==> src/rtl/rotate_seq_16bit.sv <==
// rotate_seq_16bit: multi-cycle sequential rotator with valid/ready handshakes.
//
// A request (a, amt, choice) is taken on start_valid && start_ready. The
// operand is then rotated one bit per clock until amt positions have been
// covered. The result is presented on y/y_valid and held until y_ready.
// This gives a small-area alternative to a full barrel shifter.
//
// Optional build macro:
//   ROT_FAST_EN - while at least 4 positions remain, rotate by 4 per clock.
//                 The result is identical; latency drops to amt/4 + amt%4.
//
// Ports:
//   clk          in   rising-edge system clock
//   reset_n      in   asynchronous active-low reset
//   start_valid  in   request present on a/amt/choice
//   start_ready  out  block can accept a request (IDLE)
//   a            in   [WIDTH-1:0] operand
//   amt          in   [AMT_W-1:0] rotate distance, 0..WIDTH-1
//   choice       in   direction: 1 = rotate left, 0 = rotate right
//   y            out  [WIDTH-1:0] result register (valid while y_valid)
//   y_valid      out  result available (DONE)
//   y_ready      in   consumer takes result
//   busy         out  high in SHIFT or DONE
module rotate_seq_16bit #(
  parameter int unsigned WIDTH = 16,
  parameter int unsigned AMT_W = 4
) (
  input  logic             clk,
  input  logic             reset_n,
  input  logic             start_valid,
  output logic             start_ready,
  input  logic [WIDTH-1:0] a,
  input  logic [AMT_W-1:0] amt,
  input  logic             choice,
  output logic [WIDTH-1:0] y,
  output logic             y_valid,
  input  logic             y_ready,
  output logic             busy
);

  typedef enum logic [1:0] {
    IDLE  = 2'd0,
    SHIFT = 2'd1,
    DONE  = 2'd2
  } state_t;

  state_t           state_q, state_d;
  logic [WIDTH-1:0] data_q, data_d;
  logic             dir_q, dir_d;
  logic [AMT_W-1:0] cnt_q, cnt_d;

  // Single-position rotates; the bit leaving one end re-enters at the other.
  function automatic logic [WIDTH-1:0] rotl1(input logic [WIDTH-1:0] x);
    return {x[WIDTH-2:0], x[WIDTH-1]};
  endfunction

  function automatic logic [WIDTH-1:0] rotr1(input logic [WIDTH-1:0] x);
    return {x[0], x[WIDTH-1:1]};
  endfunction

`ifdef ROT_FAST_EN
  // Four-position rotates, only present in the fast build.
  function automatic logic [WIDTH-1:0] rotl4(input logic [WIDTH-1:0] x);
    return {x[WIDTH-5:0], x[WIDTH-1:WIDTH-4]};
  endfunction

  function automatic logic [WIDTH-1:0] rotr4(input logic [WIDTH-1:0] x);
    return {x[3:0], x[WIDTH-1:4]};
  endfunction

  // Take the wide step whenever at least four positions remain.
  logic fast_step_c;
  assign fast_step_c = (cnt_q >= AMT_W'(4));
`endif

  // State and datapath registers.
  always_ff @(posedge clk or negedge reset_n) begin
    if (!reset_n) begin
      state_q <= IDLE;
      data_q  <= '0;
      dir_q   <= 1'b0;
      cnt_q   <= '0;
    end else begin
      state_q <= state_d;
      data_q  <= data_d;
      dir_q   <= dir_d;
      cnt_q   <= cnt_d;
    end
  end

  // Next-state and datapath update.
  always_comb begin
    state_d = state_q;
    data_d  = data_q;
    dir_d   = dir_q;
    cnt_d   = cnt_q;

    case (state_q)
      IDLE: begin
        if (start_valid) begin
          data_d  = a;
          dir_d   = choice;
          cnt_d   = amt;
          // A zero-distance rotate has nothing to do and completes at once.
          state_d = (amt == '0) ? DONE : SHIFT;
        end
      end

      SHIFT: begin
`ifdef ROT_FAST_EN
        if (fast_step_c) begin
          data_d = dir_q ? rotl4(data_q) : rotr4(data_q);
          cnt_d  = cnt_q - AMT_W'(4);
        end else begin
          data_d = dir_q ? rotl1(data_q) : rotr1(data_q);
          cnt_d  = cnt_q - AMT_W'(1);
        end
`else
        data_d = dir_q ? rotl1(data_q) : rotr1(data_q);
        cnt_d  = cnt_q - AMT_W'(1);
`endif
        // This edge covers the last remaining positions.
        if (cnt_d == '0) begin
          state_d = DONE;
        end
      end

      DONE: begin
        // Hold the result; the data register keeps its value into IDLE.
        if (y_ready) begin
          state_d = IDLE;
        end
      end

      default: begin
        state_d = IDLE;
      end
    endcase
  end

  // Handshake flags come from the registered state only.
  assign start_ready = (state_q == IDLE);
  assign y_valid     = (state_q == DONE);
  assign busy        = (state_q == SHIFT) || (state_q == DONE);
  assign y           = data_q;

endmodule

==> config.mk <==
export PLATFORM = sky130hd
export DESIGN_NAME = rotate_seq_16bit
export DESIGN_NICKNAME = d
export VERILOG_FILES = /design/src/rtl/rotate_seq_16bit.sv
export SDC_FILE = /design/constraint.sdc
export NUM_CORES = 1
export LEC_CHECK = 0
export BUFFER_PORTS_ARGS = -buffer_cell sky130_fd_sc_hd__buf_2
export CAP_MARGIN = 20
export CORE_MARGIN = 1.5
export CORE_UTILIZATION = 30
export CTS_BUF_LIST = sky130_fd_sc_hd__clkbuf_8
export CTS_CLUSTER_DIAMETER = 120
export DETAILED_ROUTE_END_ITERATION = 6
export MAX_ROUTING_LAYER = met4
export SYNTH_ARGS = -nofsm -noshare
export SYNTH_HDL_FRONTEND = slang
export SYNTH_SLANG_ARGS = --single-unit
==> constraint.sdc <==
create_clock -name clk -period 3.9 [get_ports clk]
set_input_delay 0 -clock clk [delete_from_list [all_inputs] [get_ports clk]]
set_output_delay 0 -clock clk [all_outputs]
set_load 0.01 [all_outputs]
==> metrics.txt <==
Die X=slightly above 70 µm; PD cells=between 800 and 900 nW/µm²; Post-Place Cells=243; first-iteration detailed-routing DRC count=50; ant diodes=0; Row Count=24; synthesized area=1363 µm²; R2R Setup Slk=around 2.1 ns; TritonRoute pass-1 iters=4; count of final setup violators=0; CTS tree=done; DRT antenna net count=0; port bufs=43; Tmin final=about 1.8 ns; post-route cell area=1677 µm²; power share of the clock group=0.100; Max FO, Critical Path=44; crit path capture type=register; Buf/Inv on CP=2; grt ovf=0; nets=228; Final Hold Fails=0; NetSw=around 0.00067 W; top_reg_cell synth=dfrtp_1; Period Utilization, post-route=0.4633; Lkg Pwr=between 0.8 and 0.9 nW; met1 usage in global routing=0.1888; Top Usage Layer GRT=met2; layout cells sized above 1=0.2741; clock tree root buffer cell=clkbuf_8; Setup TNS=0 ns; CTS max path bufs=2; Crit. path cell count=6; worst path cell trace=inv_1 -> ha_1 -> buf_4 -> a21boi_0 -> a211o_1 -> mux2_4; clk_skew=around 0.0032 ns; vias in the first global route=roughly 1.1k; Area growth syn-to-layout=23.05%; Synth area leader=dfrtp_1; met2 Use GR=0.1950; Syn Area/Cell=~8.7 µm²; max-slew violations=0; synth top area cells=dfrtp_1, mux2i_1, nand2_1; hold slack=roughly 0.0095 ns; WL final=between 2 and 3 mm; Synth cell types=26; number of flops mapped to enable cells by yosys=0; Die Y=between 70 and 80 µm; GPL Wtd Cong=between 0.7 and 0.8; Crit-path slowest cell=dfrtp_1; initial antenna violation count=0; Wirelength per Cell=about 12 µm; Register Area=roughly 580 µm²; combinational share of power=0.547; vias=1207; postcts setup bufs=0; Largest stage delay, worst path=roughly 0.39 ns; Peak VDD IR=around 0.00027 V; yosys warns=0; CTS Buf Count=3; class of the worst hold path=in2reg; insertion delay to the later sink of the worst-skew pair=around 0.26 ns; area of the multi-input gates=just over 700 µm²; crit path launch type=register; post-synthesis net count=approximately 190; sw frac=0.4532; Reg power frac=0.354; Crit path arrival time=around 2.0 ns; fmax=around 550 MHz; post-synthesis sequential area ratio=0.4224; worst-case reg-to-reg path depth=6; Filler cells=between 400 and 500; non-filler cells, final=around 250; htree depth=1; critical path data required time=4.05 ns; Util after Layout=0.3851; Pint=between 0.0008 and 0.0009 W; Ports=44; Seq cells post-synth=23; Setup Crit Path Kind=reg2reg; Cells after Synth=between 150 and 200; GR Layer Usage met3=0.02020; clock sinks=23; initial core utilization=0.3129; largest net degree at the start of global routing=45; async set-reset flop share out of synthesis=1.000; max cap viols=0; die area=between 4000 and 5000 µm²; placed cell area=about 1600 µm²; worst-margin pin slew=about 0.84 ns; slew margin rel.=0.4370; vias per cell=4.847; RSZ-0062 raised after global routing=no; core region area=approximately 4400 µm²; global-route wire length before repair=around 5.2 mm; status=complete, no violations; Crit path max-delay family=buffers and inverters; gr usage total=0.1326; top-area cell type share of the netlist area=0.4224; DP HPWL=about 2.1 mm; drt drc=0; Clock Pin Slew Worst Setup and Hold Paths=0.08 ns; hold depth=3
-- flip-flops by register name, indices dropped and copies added, names as in the netlist --
name,flops
cnt_q,4
dir_q,1
state_q,2
y,16
-- stage by stage --
| stage | total power (W) | worst slack (ns) |
|---|---|---|
| finish | 0.001487 | 2.093 |
| global route | 0.001664 | 1.933 |
| CTS | 0.001518 | 2.070 |
| detailed placement | 0.001362 | 2.085 |
| global placement | 0.001343 | 2.165 |
| floorplan | 0.001138 | 2.326 |
-- cells in the mapped netlist (2+ instances only) --
| cell | count |
|---|---|
| o21ai_0 | 22 |
| nand2_1 | 35 |
| clkbuf_1 | 5 |
| mux2i_1 | 17 |
| mux2_2 | 2 |
| inv_1 | 5 |
| o21ai_1 | 17 |
| dfrtp_1 | 23 |
| nand3_1 | 2 |
| a21oi_1 | 3 |
| buf_2 | 4 |
| ha_1 | 5 |
| o22ai_1 | 3 |
-- layout by cell type (no fill, tap or decap) --
cell type      netlist  final
a21oi_1              3      3
nand3_1              2      2
a211o_1              1      1
a21boi_2             1      1
nand2_1             35     35
o21ai_0             22     22
buf_2                4     43
buf_4                1      2
xnor2_1              1      1
mux2i_1             17     17
nand2b_1             1      1
o22ai_1              3      3
nor4_1               1      1
clkbuf_8             0      3
dlygate4sd3_1        0      2
o21ai_1             17     17
ha_1                 5      5
mux2_2               2      2
mux2_4               1      1
dfrtp_1             23     23
nor2_1               1      1
a21boi_0             1      1
nor2b_1              1      1
inv_2                1      1
nor3_2               1      1
xor2_1               1      1
inv_1                5      6
-- routing by layer --
layer  routed length, µm  vias to the layer above
li1                    -                      617
met1                1404                      553
met2                1360                       33
met3                 157                        4
met4                  40                        0
met5                   0                        -
-- cell type report --
| cell class | count | area share |
|---|---|---|
| clock buffer | 3 | 0.02463 |
| clock inverter | 1 | 0.002239 |
| inverter | 6 | 0.01343 |
| multi-input combinational | 117 | 0.4284 |
| sequential | 23 | 0.3433 |
| tap | 52 | 0.03881 |
| timing repair buffer | 47 | 0.1493 |
-- final timing paths --
path                            start          to
max                        state_q[1]  state_q[0]
min                             a[13]       y[13]
max reg2reg                state_q[1]  state_q[0]
min reg2reg                      y[0]        y[0]
max in group asynchronous     reset_n        y[8]
min in group asynchronous     reset_n       y[10]
-- logic make-up after synthesis --
logic type | share of synthesized area
AOI/OAI and AO/OA | 0.1882
and+or+nand+nor | 0.1276
DFF | 0.4224
muxes | 0.1524
buffers and inverters | 0.05051
adders and majority gates | 0.04591
xor gates and xnor gates | 0.01286
-- power groups by stage --
stage                     Sequential, W  Clock (W)  Combinational [W]
after global placement         0.000533          0           0.000810
after floorplan                0.000504          0           0.000634
after CTS                      0.000531   0.000158           0.000829
after global routing           0.000552   0.000166           0.000946
after detailed placement       0.000536          0           0.000826
final                          0.000526   0.000148           0.000813
-- what timing repair did --
item / in CTS / in global routing
setup endpoints to repair: 0 / 0
gates resized for setup: 0 / 0
hold buffers: 2 / 0
hold endpoints to repair: 24 / 0
-- worst min-delay path, stage by stage --
cell and delay [ns]:
buf_2 0.08, o21ai_0 0.06, o21ai_1 0.10
No activity file was read; power rests on OpenSTA's default activity.
